**config.mk**
```make
export PLATFORM = sky130hd
export DESIGN_NAME = pc_sequencer
export DESIGN_NICKNAME = d
export VERILOG_FILES = /design/src/rtl/pc_sequencer.sv
export SDC_FILE = /design/constraint.sdc
export NUM_CORES = 1
export LEC_CHECK = 0
export BUFFER_PORTS_ARGS = -buffer_cell sky130_fd_sc_hd__clkbuf_2
export CAP_MARGIN = 25
export CORE_MARGIN = 8
export CORE_UTILIZATION = 50
export DETAILED_ROUTE_END_ITERATION = 10
export PLACE_DENSITY = 0.79
export SYNTH_ARGS = -nofsm -noshare
export SYNTH_HDL_FRONTEND = slang
export SYNTH_SLANG_ARGS = --single-unit
export TNS_END_PERCENT = 1
```
**constraint.sdc**
```tcl
create_clock -name clk -period 4.85 [get_ports clk]
set_input_delay 0 -clock clk [delete_from_list [all_inputs] [get_ports clk]]
set_output_delay 0 -clock clk [all_outputs]
set_load 0.05 [all_outputs]
```
**src/rtl/pc_sequencer.sv**
```systemverilog
// Purpose: owns the architectural PC and sequences one-at-a-time instruction
// fetch over a req/ack port. Each fetched word is handed to decode and held
// there while decode stalls. The next PC is pc+4, the npc unit's target, or
// the exception vector.
// Ports:
//   clk, rst_n                 clock, async active-low reset
//   stall                      decode cannot accept the held instruction
//   npc_valid/npc_src/npc      next-PC selection from the npc unit
//   exc_req                    external exception request (level)
//   imem_req/imem_addr         fetch request and address (stable until ack)
//   imem_ack/imem_rdata        fetch completion and fetched word
//   if_valid/if_instr/if_pc    instruction presented to decode
//   exc_taken/epc              exception-entry pulse and victim PC
module pc_sequencer #(
   parameter logic [31:0] RESET_PC = 32'h0000_3000,
   parameter logic [31:0] EXC_VEC  = 32'h8000_0180
) (
   input  logic        clk,
   input  logic        rst_n,
   input  logic        stall,
   input  logic        npc_valid,
   input  logic [2:0]  npc_src,
   input  logic [31:0] npc,
   input  logic        exc_req,
   output logic        imem_req,
   output logic [31:0] imem_addr,
   input  logic        imem_ack,
   input  logic [31:0] imem_rdata,
   output logic        if_valid,
   output logic [31:0] if_instr,
   output logic [31:0] if_pc,
   output logic        exc_taken,
   output logic [31:0] epc
);

   localparam int unsigned XLEN = 32;

   typedef enum logic [1:0] {
      BOOT   = 2'd0,
      FETCH  = 2'd1,
      ISSUED = 2'd2,
      DRAIN  = 2'd3
   } state_t;

   state_t            state, state_n;
   logic [XLEN-1:0]   pc, pc_n;
   logic              if_valid_n;
   logic [XLEN-1:0]   if_instr_n, if_pc_n, epc_n;
   logic              exc_taken_n;
   logic              imem_req_n;

   // Next-PC candidates for the instruction held in IF
   logic              take_npc_c;
   logic              npc_err_c;
   logic [XLEN-1:0]   target_c;
   logic              redirect_exc_c;

   assign take_npc_c     = npc_valid && !npc_src[2] && (npc_src[1:0] != 2'b00);
   assign npc_err_c      = npc_valid && npc_src[2];
   assign target_c       = take_npc_c ? npc : (if_pc + XLEN'(4));
   assign redirect_exc_c = exc_req || npc_err_c || (target_c[1:0] != 2'b00);

   // The PC register is the fetch address; it only moves once the
   // outstanding request has been acknowledged, so the address stays stable.
   assign imem_addr = pc;

   // State register and registered outputs
   always_ff @(posedge clk or negedge rst_n) begin
      if (!rst_n) begin
         state     <= BOOT;
         pc        <= RESET_PC;
         imem_req  <= 1'b0;
         if_valid  <= 1'b0;
         if_instr  <= '0;
         if_pc     <= '0;
         exc_taken <= 1'b0;
         epc       <= '0;
      end else begin
         state     <= state_n;
         pc        <= pc_n;
         imem_req  <= imem_req_n;
         if_valid  <= if_valid_n;
         if_instr  <= if_instr_n;
         if_pc     <= if_pc_n;
         exc_taken <= exc_taken_n;
         epc       <= epc_n;
      end
   end

   // Next-state and next-output logic
   always_comb begin
      state_n     = state;
      pc_n        = pc;
      if_valid_n  = if_valid;
      if_instr_n  = if_instr;
      if_pc_n     = if_pc;
      epc_n       = epc;
      exc_taken_n = 1'b0;

      case (state)
         BOOT: begin
            state_n = FETCH;
         end

         FETCH: begin
            if (imem_ack) begin
               if (exc_req) begin
                  // Data arriving with an exception is dropped; refetch at vector
                  epc_n       = pc;
                  exc_taken_n = 1'b1;
                  pc_n        = EXC_VEC;
               end else begin
                  if_instr_n = imem_rdata;
                  if_pc_n    = pc;
                  if_valid_n = 1'b1;
                  state_n    = ISSUED;
               end
            end else if (exc_req) begin
               // Cannot withdraw the request; wait for its ack and discard it
               epc_n       = pc;
               exc_taken_n = 1'b1;
               state_n     = DRAIN;
            end
         end

         ISSUED: begin
            if (!stall) begin
               if_valid_n = 1'b0;
               state_n    = FETCH;
               if (redirect_exc_c) begin
                  pc_n        = EXC_VEC;
                  epc_n       = if_pc;
                  exc_taken_n = 1'b1;
               end else begin
                  pc_n = target_c;
               end
            end
         end

         DRAIN: begin
            if (imem_ack) begin
               pc_n    = EXC_VEC;
               state_n = FETCH;
            end
         end

         default: begin
            state_n = BOOT;
         end
      endcase

      imem_req_n = (state_n == FETCH) || (state_n == DRAIN);
   end

endmodule

```
# [Word level (Yosys, flattened, before mapping)]
# Cells that the tools add are included.
[totals] register_bits=133 latchBits=0 ram_bits=0 rom_bits=0 in_bits=73 output_inout_bits=131 elab_cells=62 n_memories=0
[classes] add_sub_neg=1 n_mul=0 div_mod_pow=0 n_lt_le_gt_ge=0 n_eq_ne=11 shifts=0 n_mux=25 n_bitwise=1 n_reduce_logical=16
[ops] operator="32-bit 2-to-1 mux" count=9
[ops] operator="32-bit one-hot mux with 3 select lines" count=1
[ops] operator="32-bit one-hot mux with 2 select lines" count=1
[ops] operator="32-bit by 3-bit adder with 32-bit output (second input constant)" count=1
[ops] operator="2-bit inequality test (second input constant)" count=6
[ops] operator="2-bit 2-to-1 mux" count=5
[ops] operator="2-bit one-hot mux with 4 select lines" count=1
[ops] operator="4-bit AND reduction" count=2
[ops] operator="2-bit == test (second input constant)" count=3
[ops] operator="1-bit 2-to-1 mux" count=6
[ops] operator="2-bit nonzero test" count=3
[ops] operator="5-bit AND reduction" count=1
[ops] operator="2-bit by 1-bit == test with 1-bit output (second input constant)" count=2
[ops] operator="1-bit one-hot mux with 2 select lines" count=2
[ops] operator="1-bit logical AND" count=3
[ops] operator="1-bit logical OR" count=3
[ops] operator="3-bit AND reduction" count=1
[ops] operator="3-bit nonzero test" count=1
[ops] operator="2-bit zero test" count=1
[ops] operator="1-bit zero test" count=1
[ops] operator="1-bit inverter" count=1

# [Longest topological paths before layout]
# Gate-level depths: netlist of run 1.
[depth] word_depth=9 mapped_depth=9 mapped_depth_nobuf=7

# [Worst setup path before layout of run 1]
# Ideal clock, no wire load.
[synth_path] kind="flip-flop to flip-flop" from="register state[0]" to="register pc[29] (netlist: imem_addr[29])" setup_time_ps=76 arrival_time_ps=2485 required_ps=4774 path_slack_ps=2289 path_stages_with_launch=9 n_path_buf=2 synth_period_minus_slack_ps=2561 cell_sequence="dfrtp_1 > inv_1 > ha_1 > clkbuf_1 > a2111o_1 > a2111oi_4 > buf_4 > o21ai_0 > o21ai_1"
[synth_between] elab_chain_len=3 elab_cells_between_ends=10 classes_between="7 x eq/ne; 1 x mux; 2 x reduce/logical"
[synth_lines] item="from (decl)" line="45" rtl="state_t state, state_n;"
[synth_lines] item="from (signal assigned)" line="79" rtl="state <= state_n;"
[synth_lines] item="2-bit by 1-bit == test with 1-bit output or 2-bit == test (tied branches)" line="100" rtl="case (state)"
[synth_lines] item="2-bit inequality test (no line) or 3-bit nonzero test (tied branches)"
[synth_lines] item="5-bit AND reduction (no line)"
[synth_lines] item="to (signal assigned)" line="80" rtl="pc <= pc_n;"
[synth_lines] item="to (decl)" line="46" rtl="logic [XLEN-1:0] pc, pc_n;"
# Parallel ways exist; a longest one is shown, timed or not.
# A chain may end at the register's enable or synchronous reset.

# [Final worst setup path of run 1]
# Ends and elaborated chain as after synthesis.

==> results.sh, run 1 <==
export IMPL_clock_fmax_mhz=308.5
export IMPL_synth_top_area_cell="dfrtp_1"
export IMPL_p_comb_frac=0.411
export IMPL_syn_cell_area_sq_mm=0.006435
export IMPL_reg2reg_slack_ns=1.61
export IMPL_power_leakage_nw=4.171
export IMPL_finalSetupViolCount=0
export IMPL_cpPeakStageDelay_ns=0.89
export IMPL_cts_path_max_buffers=2
export IMPL_drtIter0Drc=942
export IMPL_synthCells=587
export IMPL_dp_slack_ns=1.476
export IMPL_ys_seq_elements=132
export IMPL_fin_util=0.7002
export IMPL_ioPinCount=204
export IMPL_drc=0
export IMPL_grt_usage=0.2644
export IMPL_dieArea_sq_mm=0.01676
export IMPL_rows=41
export IMPL_fill_cells=915
export IMPL_routedWlPerCell_um=21.93
export IMPL_antenna_found_initial=1
export IMPL_status="finished clean"
export IMPL_drv_cap=0
export IMPL_ctsResizeCount=0
export IMPL_initial_core_util=0.5099
export IMPL_ys_warn_count=0
export IMPL_timing_slew_headroom=0.3096
export IMPL_crit_type="register to register"
export IMPL_fin_ws_ns=1.608
export IMPL_ctsHoldBuffers=63
export IMPL_dpl_hpwl_mm=14.63
export IMPL_vias=6343
export IMPL_drt_pass1_iterations=6
export IMPL_p_switching_mw=1.931
export IMPL_slew_violations=0
export IMPL_rsz0062_at_grt="no"
export IMPL_start_kind="register"
export IMPL_arrival_ns=3.59
export IMPL_grt_pass1_vias=6416
export IMPL_endpoint_kind="register"
export IMPL_finalWirelength_mm=22.54
export IMPL_core_sq_mm=0.01262
export IMPL_synth_area_leaders="dfrtp_1 (51%), mux2_2 (11%), nand4_1 (3.9%), nand3_1 (3.8%), a22oi_1 (3.7%)"
export IMPL_synthArstFlopShare=1.000
export IMPL_swShare=0.4330
export IMPL_critPathRequiredTime_ns=5.19
export IMPL_power_density_mw_per_mm2=504.7
export IMPL_final_setup_tns_ns=0
export IMPL_grt_pass1_wl_mm=34.48
export IMPL_crit_chain="inv_1 > ha_2 > a2111o_1 > buf_16 > a2111oi_4 > o21ai_0 > o21ai_1"
export IMPL_dominantRegCellSynth="dfrtp_1"
export IMPL_tightest_slew_ns=1.036
export IMPL_synthToLayoutAreaGrowth_pct=37.31
export IMPL_syn_area_per_cell_sq_um=10.96
export IMPL_cts_root_buf="clkbuf_16"
export IMPL_insertion_delay_ns=0.42
export IMPL_slowest_stage="a2111oi_4"
export IMPL_drive_gt1_frac=0.3787
export IMPL_synth_top_area_frac=0.5055
export IMPL_cts_setup_buffers=0
export IMPL_synth_cell_types=48
export IMPL_path_clk_slew_ns=0.06
export IMPL_final_cells=1028
export IMPL_post_route_period_util=0.6684
export IMPL_ys_seq_area_frac=0.5137
export IMPL_antenna_left=0
export IMPL_cts_num_sinks=132
export IMPL_fin_worst_skew_ns=0.007509
export IMPL_holdWs_ns=0.06122
export IMPL_max_vdd_ir_drop_mv=0.5001
export IMPL_htree_levels=4
export IMPL_synth_net_count=666
export IMPL_hold_viol_final=0
export IMPL_min_path_type="input pin to register"
export IMPL_power_frac_clock=0.264
export IMPL_power_frac_seq=0.325
export IMPL_port_buffers=203
export IMPL_dp_cells=928
export IMPL_layout_nets=920
export IMPL_cts_tree="done"
export IMPL_synth_edff_count=0
export IMPL_crit_fanout=35
export IMPL_cts_buffers=17
export IMPL_grt_max_degree=70
export IMPL_die_w_um=129.4
export IMPL_intPower_mw=2.528
export IMPL_die_h_um=129.4
export IMPL_place_gp_congestion=0.8957
export IMPL_period_minus_slack_ns=3.242
export IMPL_overflow=0
export IMPL_viasPerCell=6.170
==> layout by cell type (no fill, tap or decap), types with 2 or more instances in the layout <==
| cell | n |
|---|---|
| clkbuf_8 | 6 |
| clkbuf_2 | 202 |
| o21ai_1 | 15 |
| and2_1 | 3 |
| nor4_2 | 2 |
| o211ai_1 | 32 |
| a21o_1 | 3 |
| nor2b_1 | 3 |
| diode_2 | 3 |
| nor2_2 | 3 |
| nor4_1 | 2 |
| nand4_1 | 40 |
| mux2_2 | 64 |
| clkbuf_1 | 5 |
| buf_16 | 2 |
| o21ai_0 | 23 |
| ha_1 | 5 |
| dlygate4sd3_1 | 63 |
| xnor2_1 | 8 |
| nor3_1 | 5 |
| inv_1 | 6 |
| nand2_2 | 2 |
| nand3_1 | 49 |
| nand2_1 | 25 |
| buf_4 | 9 |
| nor2_1 | 23 |
| a22o_1 | 3 |
| a2111oi_4 | 2 |
| and3_1 | 3 |
| a21oi_1 | 9 |
| xor2_1 | 19 |
| clkbuf_16 | 17 |
| a22oi_1 | 32 |
| dfstp_2 | 2 |
| a32oi_1 | 14 |
| dfrtp_1 | 130 |
| clkinv_2 | 2 |
==> power by group through the flow <==
stage	combinational, mW	clock (mW)	sequential, mW
2_1_floorplan	0.569	0	2.09
3_3_place_gp	1.65	0	1.44
3_5_place_dp	1.69	0	1.45
4_1_cts	1.74	1.19	1.44
5_1_grt	1.90	1.24	1.47
6_report	1.83	1.18	1.45
==> cells in the mapped netlist (2+ instances only) <==
cell type	number
nor4_1	2
nand3_1	49
nor3_1	5
o211ai_1	32
a22oi_1	32
nand2_1	26
inv_1	6
and2_1	3
and3_1	3
nor4_2	2
buf_2	3
clkbuf_1	35
buf_1	2
mux2_2	64
ha_1	6
dfrtp_1	130
nor2b_1	3
o21ai_0	23
dfstp_2	2
xnor2_1	8
nand4_1	40
a32oi_1	14
a22o_1	3
a2111oi_4	2
nor2_1	26
a21o_1	3
xor2_1	19
a21oi_1	10
o21ai_1	15
==> final timing paths <==
| kind | depth (start not counted) | endpoint | from |
|---|---|---|---|
| worst max-delay path | 7 | imem_addr[29] | state[0] |
| worst min-delay path | 4 | state[1] | imem_ack |
| worst max register to register | 7 | imem_addr[29] | state[0] |
| min in group asynchronous | 2 | if_instr[17] | rst_n |
| worst min register to register | 2 | imem_addr[12] | imem_addr[12] |
| max in group asynchronous | 3 | if_pc[6] | rst_n |
==> critical path: cells and delay by family (launching register included) <==
kind                       cells  cell delay, ns
AOI/OAI and AO/OA              4            1.96
DFF                            1            0.43
adders and majority gates      1            0.43
buffers and inverters          2            0.36
==> per-stage QoR <==
step	instance area (sq um)	total power [mW]
floorplan	6435	2.660
global placement	7584	3.086
detailed placement	7584	3.143
CTS	8758	4.362
global route	8828	4.608
finish	8836	4.459
==> sequential cells by signal, indices dropped and copies added (netlist names) <==
register and count:
if_valid 1, state 2, if_instr 32, imem_addr 32, if_pc 32, exc_taken 1
epc 32
==> per-layer routing <==
metal | wire (um) | vias to the layer above | global-route usage
li1 | - | 2733 | -
met1 | 8253 | 3108 | 0.3125
met2 | 11000 | 426 | 0.4252
met3 | 2307 | 74 | 0.07847
met4 | 968 | 2 | 0.1462
met5 | 12 | - | 0
==> cell type report <==
cell class | instances | area (sq um) | share of cell area
sequential | 132 | 3306 | 0.3741
multi-input combinational | 407 | 2962 | 0.3352
timing repair buffer | 277 | 1779 | 0.2014
clock buffer | 28 | 526.8 | 0.05961
tap | 172 | 215.2 | 0.02436
inverter | 6 | 22.52 | 0.002549
clock inverter | 3 | 17.52 | 0.001982
antenna | 3 | 7.507 | 0.0008496
==> kinds of logic (layout without fill, tap and decap cells) <==
family | Yosys count | after routing | synth area share
other cells | 0 | 3 | 0
simple gates | 167 | 167 | 0.1361
compound gates | 142 | 142 | 0.1579
buf+inv | 48 | 314 | 0.03033
fa+ha+maj | 6 | 6 | 0.01167
flops | 132 | 132 | 0.5137
xor+xnor | 27 | 27 | 0.03675
mux | 65 | 65 | 0.1136
Note: power is estimated with default switching activity, not from simulation.
==> run 2, diff against run 1 <==
--- a/config.mk
+++ b/config.mk
@@ -5,12 +5,13 @@
 export SDC_FILE = /design/constraint.sdc
 export NUM_CORES = 1
 export LEC_CHECK = 0
+export ABC_AREA = 1
 export BUFFER_PORTS_ARGS = -buffer_cell sky130_fd_sc_hd__clkbuf_2
 export CAP_MARGIN = 25
 export CORE_MARGIN = 8
 export CORE_UTILIZATION = 50
 export DETAILED_ROUTE_END_ITERATION = 10
-export PLACE_DENSITY = 0.79
+export PLACE_DENSITY = 0.78
 export SYNTH_ARGS = -nofsm -noshare
 export SYNTH_HDL_FRONTEND = slang
 export SYNTH_SLANG_ARGS = --single-unit
==> constraint.sdc (replaced) <==
create_clock -name clk -period 3.25 [get_ports clk]
set_input_delay 0 -clock clk [delete_from_list [all_inputs] [get_ports clk]]
set_output_delay 0 -clock clk [all_outputs]
set_load 0.05 [all_outputs]
==> run 2 against run 1 <==
  * Clock-buffer cell count down 11
  * Largest power group unchanged
  * Sequential cell count did not move
  * Critical path type unchanged
  * Cell count increased by 29%
  * Area after synthesis rose by 2.9%
  * Largest cell class unchanged
  * Fmax rose by 34%
  * Hold slack got worse by 0.034 ns
  * Worst setup slack lost 0.77 ns
  * Clock power up 53%
  * Sequential share of layout area shrank 0.51 points
==> results.sh, run 2 <==
export IMPL_period_minus_slack_ns=2.416
export IMPL_synth_edff_count=0
export IMPL_synth_net_count=961
export IMPL_synth_top_area_frac=0.4915
export IMPL_fin_area_sq_mm=0.008959
export IMPL_drive_gt1_frac=0.2352
export IMPL_max_vdd_ir_drop_mv=0.8565
export IMPL_htree_levels=4
export IMPL_viasPerCell=5.064
export IMPL_grt_max_degree=97
export IMPL_insertion_delay_ns=0.42
export IMPL_ys_seq_area_frac=0.4994
export IMPL_cts_path_max_buffers=2
export IMPL_synthToLayoutAreaGrowth_pct=35.35
export IMPL_power_density_mw_per_mm2=788.2
export IMPL_path_clk_slew_ns=0.06
export IMPL_dieArea_sq_mm=0.01718
export IMPL_ys_seq_elements=132
export IMPL_final_cell_mix="nand2_1 (323), clkbuf_2 (202), dfrtp_1 (130)"
export IMPL_overflow=0
export IMPL_port_buffers=203
export IMPL_ctsResizeCount=0
export IMPL_met3WireLength_mm=2.221
export IMPL_status="finished clean"
export IMPL_slew_violations=0
export IMPL_final_setup_tns_ns=0
export IMPL_synthArstFlopShare=1.000
export IMPL_die_h_um=131.1
export IMPL_ff_latch_area_sq_mm=0.003306
export IMPL_rows=42
export IMPL_synthCells=882
export IMPL_cts_tree="done"
export IMPL_reg2reg_depth=7
export IMPL_holdPathStages=5
export IMPL_grt_usage=0.2490
export IMPL_grt_pass1_wl_mm=32.97
export IMPL_drv_cap=0
export IMPL_num_antenna_cells=0
export IMPL_reg2reg_slack_ns=0.83
export IMPL_yosysMostFrequentCell="nand2_1"
export IMPL_crit_fanout=34
export IMPL_post_route_period_util=0.7433
export IMPL_tightest_slew_ns=0.9291
export IMPL_fin_worst_skew_ns=0.009891
export IMPL_endpoint_kind="register"
export IMPL_routedWlPerCell_um=15.65
export IMPL_ioPinCount=204
export IMPL_drc=0
export IMPL_synth_top_area_cell="dfrtp_1"
export IMPL_clock_fmax_mhz=413.9
export IMPL_dominantRegCellSynth="dfrtp_1"
export IMPL_grt_pass1_vias=6572
export IMPL_dpl_hpwl_mm=14.51
export IMPL_met2_length_mm=9.602
export IMPL_multi_input_area_sq_mm=0.002909
export IMPL_synth_commonest_cells="nand2_1 (323), dfrtp_1 (130), nor2_1 (108)"
export IMPL_maxUsedRoutingLayer="met5"
export IMPL_final_common_cell="nand2_1"
export IMPL_ctsHoldBuffers=65
export IMPL_start_kind="register"
export IMPL_place_gp_congestion=0.8798
export IMPL_antenna_found_initial=1
export IMPL_antenna_left=0
export IMPL_core_sq_mm=0.01309
export IMPL_min_path_type="input pin to register"
export IMPL_timing_slew_headroom=0.3768
export IMPL_ys_warn_count=0
export IMPL_syn_area_per_cell_sq_um=7.504
export IMPL_crit_type="register to register"
export IMPL_die_w_um=131.1
export IMPL_rsz0062_at_grt="no"
export IMPL_cts_setup_buffers=0
export IMPL_cts_num_sinks=132
export IMPL_vias=6725
export IMPL_layout_nets=1218
export IMPL_finalWirelength_mm=20.79
export IMPL_syn_cell_area_sq_mm=0.006619
export IMPL_placed_area_sq_mm=0.007750
export IMPL_power_leakage_nw=4.549
export IMPL_fill_cells=1063
export IMPL_finalSetupViolCount=0
export IMPL_drtIter0Drc=461
export IMPL_cts_buffers=17
export IMPL_critPathRequiredTime_ns=3.54
export IMPL_arrival_ns=2.70
export IMPL_p_total_mw=7.061
export IMPL_cts_root_buf="clkbuf_16"
export IMPL_m1WireLength_mm=8.389
export IMPL_synth_area_leaders="dfrtp_1 (49%), nand2_1 (18%), nor2_1 (6.1%), o21ai_0 (5.3%), inv_1 (3.2%)"
export IMPL_hold_viol_final=0
export IMPL_drt_pass1_iterations=5
export IMPL_initial_core_util=0.5058
export IMPL_synth_cell_types=38
## run 2: cell count changes in the layout (fill, tap and decap cells not counted), moves of 29 or more
cell,delta
o21ai_0,+47
mux2_2,-64
nand4_1,-37
nor2_1,+85
a22oi_1,-32
inv_1,+51
o211ai_1,-29
nand2_1,+298
a21oi_1,+29
## run 2: per-stage QoR
step / instances / hold WS (ns) / setup slack, ns / utilization
after floorplan: 882 / -0.2956 / 1.276 / -
after global placement: 1231 / 0.09403 / 1.022 / 0.5923
after detailed placement: 1231 / 0.09586 / 0.8698 / 0.5923
after CTS: 1328 / 0.02616 / 0.8580 / 0.6846
after global routing: 1328 / 0.06147 / 0.6116 / 0.6846
final: 1328 / 0.02743 / 0.8342 / 0.6846
## run 2: final cells by class
type                            instances  area share
Clock inverter                         15     0.01480
Clock buffer                           17     0.04749
Timing Repair Buffer                  276      0.1934
Multi-Input combinational cell        650      0.3247
Sequential cell                       132      0.3690
Tap cell                              176     0.02458
Inverter                               62     0.02598
## run 2: critical path, cell delays in order, from the launching register on
cell     delay, ns
dfrtp_1       0.44
inv_1         0.12
ha_2          0.24
buf_4         0.29
nand4_4       0.17
nand2_2       0.47
buf_4         0.39
o21ai_0       0.14
## run 2: cell families after synthesis
kind of cell,after synthesis,share of synthesized area
AND/OR/NAND/NOR,503,0.3125
AO/OA/AOI/OAI,133,0.1040
flip-flops,132,0.4994
buffers and inverters,100,0.06144
adder cells (fa/ha/maj),6,0.01134
XOR/XNOR,4,0.005294
multiplexers,4,0.006049
## run 2: routing by layer
metal / track usage / vias up
met5: 0 / -
li1: - / 3310
met4: 0.1033 / 2
met2: 0.4011 / 290
met3: 0.09142 / 45
met1: 0.2956 / 3078
## run 2: final timing paths
check | start | end
min | npc[31] | imem_addr[31]
max | state[0] | epc[20]
min reg2reg | imem_addr[12] | imem_addr[12]
min in group asynchronous | rst_n | epc[9]
max reg2reg | state[0] | epc[20]
max in group asynchronous | rst_n | if_valid
## run 2: report_power, final
group	switching [mW]	leakage, nW	internal, mW
logic	2.27	2.54	0.655
clock network	0.761	0.266	1.05
registers	0.321	1.74	2.00
total	3.35	4.55	3.71
==> run 3, diff against run 2 <==
--- a/config.mk
+++ b/config.mk
@@ -9,9 +9,9 @@
 export BUFFER_PORTS_ARGS = -buffer_cell sky130_fd_sc_hd__clkbuf_2
 export CAP_MARGIN = 25
 export CORE_MARGIN = 8
-export CORE_UTILIZATION = 50
+export CORE_UTILIZATION = 47
 export DETAILED_ROUTE_END_ITERATION = 10
-export PLACE_DENSITY = 0.78
+export PLACE_DENSITY = 0.77
 export SYNTH_ARGS = -nofsm -noshare
 export SYNTH_HDL_FRONTEND = slang
 export SYNTH_SLANG_ARGS = --single-unit
==> constraint.sdc (replaced) <==
create_clock -name clk -period 2.1 [get_ports clk]
set_input_delay 0 -clock clk [delete_from_list [all_inputs] [get_ports clk]]
set_output_delay 0 -clock clk [all_outputs]
set_load 0.05 [all_outputs]
==> run 3 against run 2 <==
  * Clock skew down 0.00085 ns
  * Routed wire length rose by 2.2%
  * Fmax is 35% higher
  * Highest routed layer is now met4
  * Combinational power increased by 60%
  * Clock-buffer cell count up 4
  * Sequential share of layout area down 0.29 points
  * Via count grew 0.89%
  * Clock power is 53% higher
==> results.sh, run 3 (same netlist as run 2, synthesis figures left out) <==
export IMPL_status="finished clean"
export IMPL_finalWirelength_mm=21.25
export IMPL_tightest_slew_ns=0.4893
export IMPL_grt_usage=0.2394
export IMPL_port_buffers=203
export IMPL_fin_worst_skew_ns=0.009045
export IMPL_power_leakage_nw=4.580
export IMPL_cts_num_sinks=132
export IMPL_rows=43
export IMPL_p_switching_mw=5.145
export IMPL_crit_fanout=10
export IMPL_die_w_um=134.7
export IMPL_final_setup_tns_ns=0
export IMPL_arrival_ns=2.10
export IMPL_antenna_found_initial=0
export IMPL_dieArea_sq_mm=0.01814
export IMPL_initial_core_util=0.4787
export IMPL_critPathRequiredTime_ns=2.41
export IMPL_hold_start="npc[31]"
export IMPL_final_cell_mix="nand2_1 (323), clkbuf_2 (202), dfrtp_1 (130)"
export IMPL_post_route_period_util=0.8536
export IMPL_r2r_start="state[1]"
export IMPL_dpl_hpwl_mm=14.93
export IMPL_timing_slew_headroom=0.6738
export IMPL_rsz0062_at_grt="no"
export IMPL_synthToLayoutAreaGrowth_pct=36.41
export IMPL_min_to="imem_addr[31]"
export IMPL_routedWlPerCell_um=15.90
export IMPL_crit_chain="inv_1 > ha_1 > inv_2 > nor2_2 > nor2_1 > nand3_2 > buf_4 > a21oi_1 > nand3_1 > o21ai_0 > inv_1"
export IMPL_htree_levels=4
export IMPL_p_total_mw=11.02
export IMPL_power_density_mw_per_mm2=1221
export IMPL_ioPinCount=204
export IMPL_cts_tree="done"
export IMPL_path_clk_slew_ns=0.06
export IMPL_slowest_stage="dfrtp_1"
export IMPL_grt_pass1_wl_mm=34.53
export IMPL_overflow=0
export IMPL_vias=6785
export IMPL_final_common_cell="nand2_1"
export IMPL_ctsResizeCount=0
export IMPL_power_frac_clock=0.251
export IMPL_cpPeakStageDelay_ns=0.41
export IMPL_ctsHoldBuffers=64
export IMPL_period_minus_slack_ns=1.792
export IMPL_num_antenna_cells=0
export IMPL_insertion_delay_ns=0.43
export IMPL_cts_buffers=17
export IMPL_reg2reg_slack_ns=0.31
export IMPL_reg2reg_depth=11
export IMPL_r2r_end="imem_addr[8]"
export IMPL_finalSetupViolCount=0
export IMPL_p_comb_frac=0.423
export IMPL_hold_viol_final=0
export IMPL_die_h_um=134.7
export IMPL_clock_fmax_mhz=557.9
export IMPL_min_path_type="input pin to register"
export IMPL_layout_nets=1224
export IMPL_antenna_left=0
export IMPL_drv_cap=0
export IMPL_holdPathStages=5
export IMPL_drt_pass1_iterations=5
export IMPL_power_frac_seq=0.326
export IMPL_cts_setup_buffers=0
export IMPL_cts_root_buf="clkbuf_16"
export IMPL_core_sq_mm=0.01383
export IMPL_grt_pass1_vias=6781
export IMPL_drc=0
export IMPL_drtIter0Drc=527
export IMPL_drive_gt1_frac=0.2370
export IMPL_endpoint_kind="register"
export IMPL_viasPerCell=5.079
export IMPL_swShare=0.4667
export IMPL_fill_cells=1133
export IMPL_crit_top_cell="inv_1"
export IMPL_slew_violations=0
export IMPL_start_kind="register"
export IMPL_max_vdd_ir_drop_mv=1.191
export IMPL_intPower_mw=5.879
export IMPL_cts_path_max_buffers=2
export IMPL_place_gp_congestion=0.9118
export IMPL_grt_max_degree=87
export IMPL_crit_type="register to register"
run 3: cell types whose count changed in the layout (fill, tap and decap cells not counted):
cell           change
buf_12             +3
clkbuf_8           +2
inv_6              -3
clkinv_2           -1
clkinvlp_4         +1
buf_4              +4
clkinv_4           -3
dlygate4sd3_1      -1
clkbuf_1           +2
run 3: worst max path at each step:
stage | from | end | slack (ns)
final | state[1] | imem_addr[8] | 0.31
after global routing | state[1] | imem_addr[7] | 0.10
after CTS | state[1] | imem_addr[7] | 0.33
after detailed placement | if_pc[4] | imem_addr[17] | 0.34
after global placement | state[1] | imem_addr[8] | 0.37
after floorplan | state[0] | epc[23] | 0.13
run 3: final cells by class:
class | instances | area [sq um] | share of cell area
Clock buffer | 21 | 460.4 | 0.05100
Clock inverter | 9 | 82.58 | 0.009146
Inverter | 62 | 232.7 | 0.02578
Sequential cell | 132 | 3306 | 0.3661
Tap cell | 180 | 225.2 | 0.02494
Timing Repair Buffer | 282 | 1813 | 0.2008
Multi-Input combinational cell | 650 | 2909 | 0.3222
run 3: stage by stage:
step | utilization | worst slack [ns] | cells | hold slack [ns] | instance area, sq um
after floorplan | - | 0.1259 | 882 | -0.2956 | 6619
after global placement | 0.5674 | 0.3730 | 1242 | -0.08178 | 7845
after detailed placement | 0.5674 | 0.3448 | 1242 | -0.08263 | 7845
after CTS | 0.6530 | 0.3301 | 1336 | 0.0005679 | 9029
after global routing | 0.6530 | 0.1008 | 1336 | 0.04318 | 9029
final | 0.6530 | 0.3075 | 1336 | 0.007988 | 9029
run 3: metal layers:
layer	share of wire	vias up	GRT usage	wire length, um
met5	0	-	0	0
met4	0.019	0	0.09170	414
met3	0.091	35	0.08655	1937
met2	0.48	276	0.3931	10110
met1	0.41	3149	0.2801	8788
li1	-	3325	-	-
run 3: power groups by stage:
| stage | clock, mW | sequential (mW) | combinational, mW |
|---|---|---|---|
| after floorplan | 0 | 5.42 | 1.42 |
| final | 2.77 | 3.59 | 4.67 |
| after detailed placement | 0 | 3.58 | 4.58 |
| after global routing | 2.92 | 3.66 | 5.02 |
| after global placement | 0 | 3.59 | 4.53 |
| after CTS | 2.81 | 3.57 | 4.67 |
run 3: critical path, delay by kind of cell, from the launching register on:
family,cells,cell delay (ns)
adders and majority gates,1,0.24
AOI/OAI and AO/OA,2,0.23
DFF,1,0.41
and+or+nand+nor,4,0.38
buffers and inverters,4,0.43
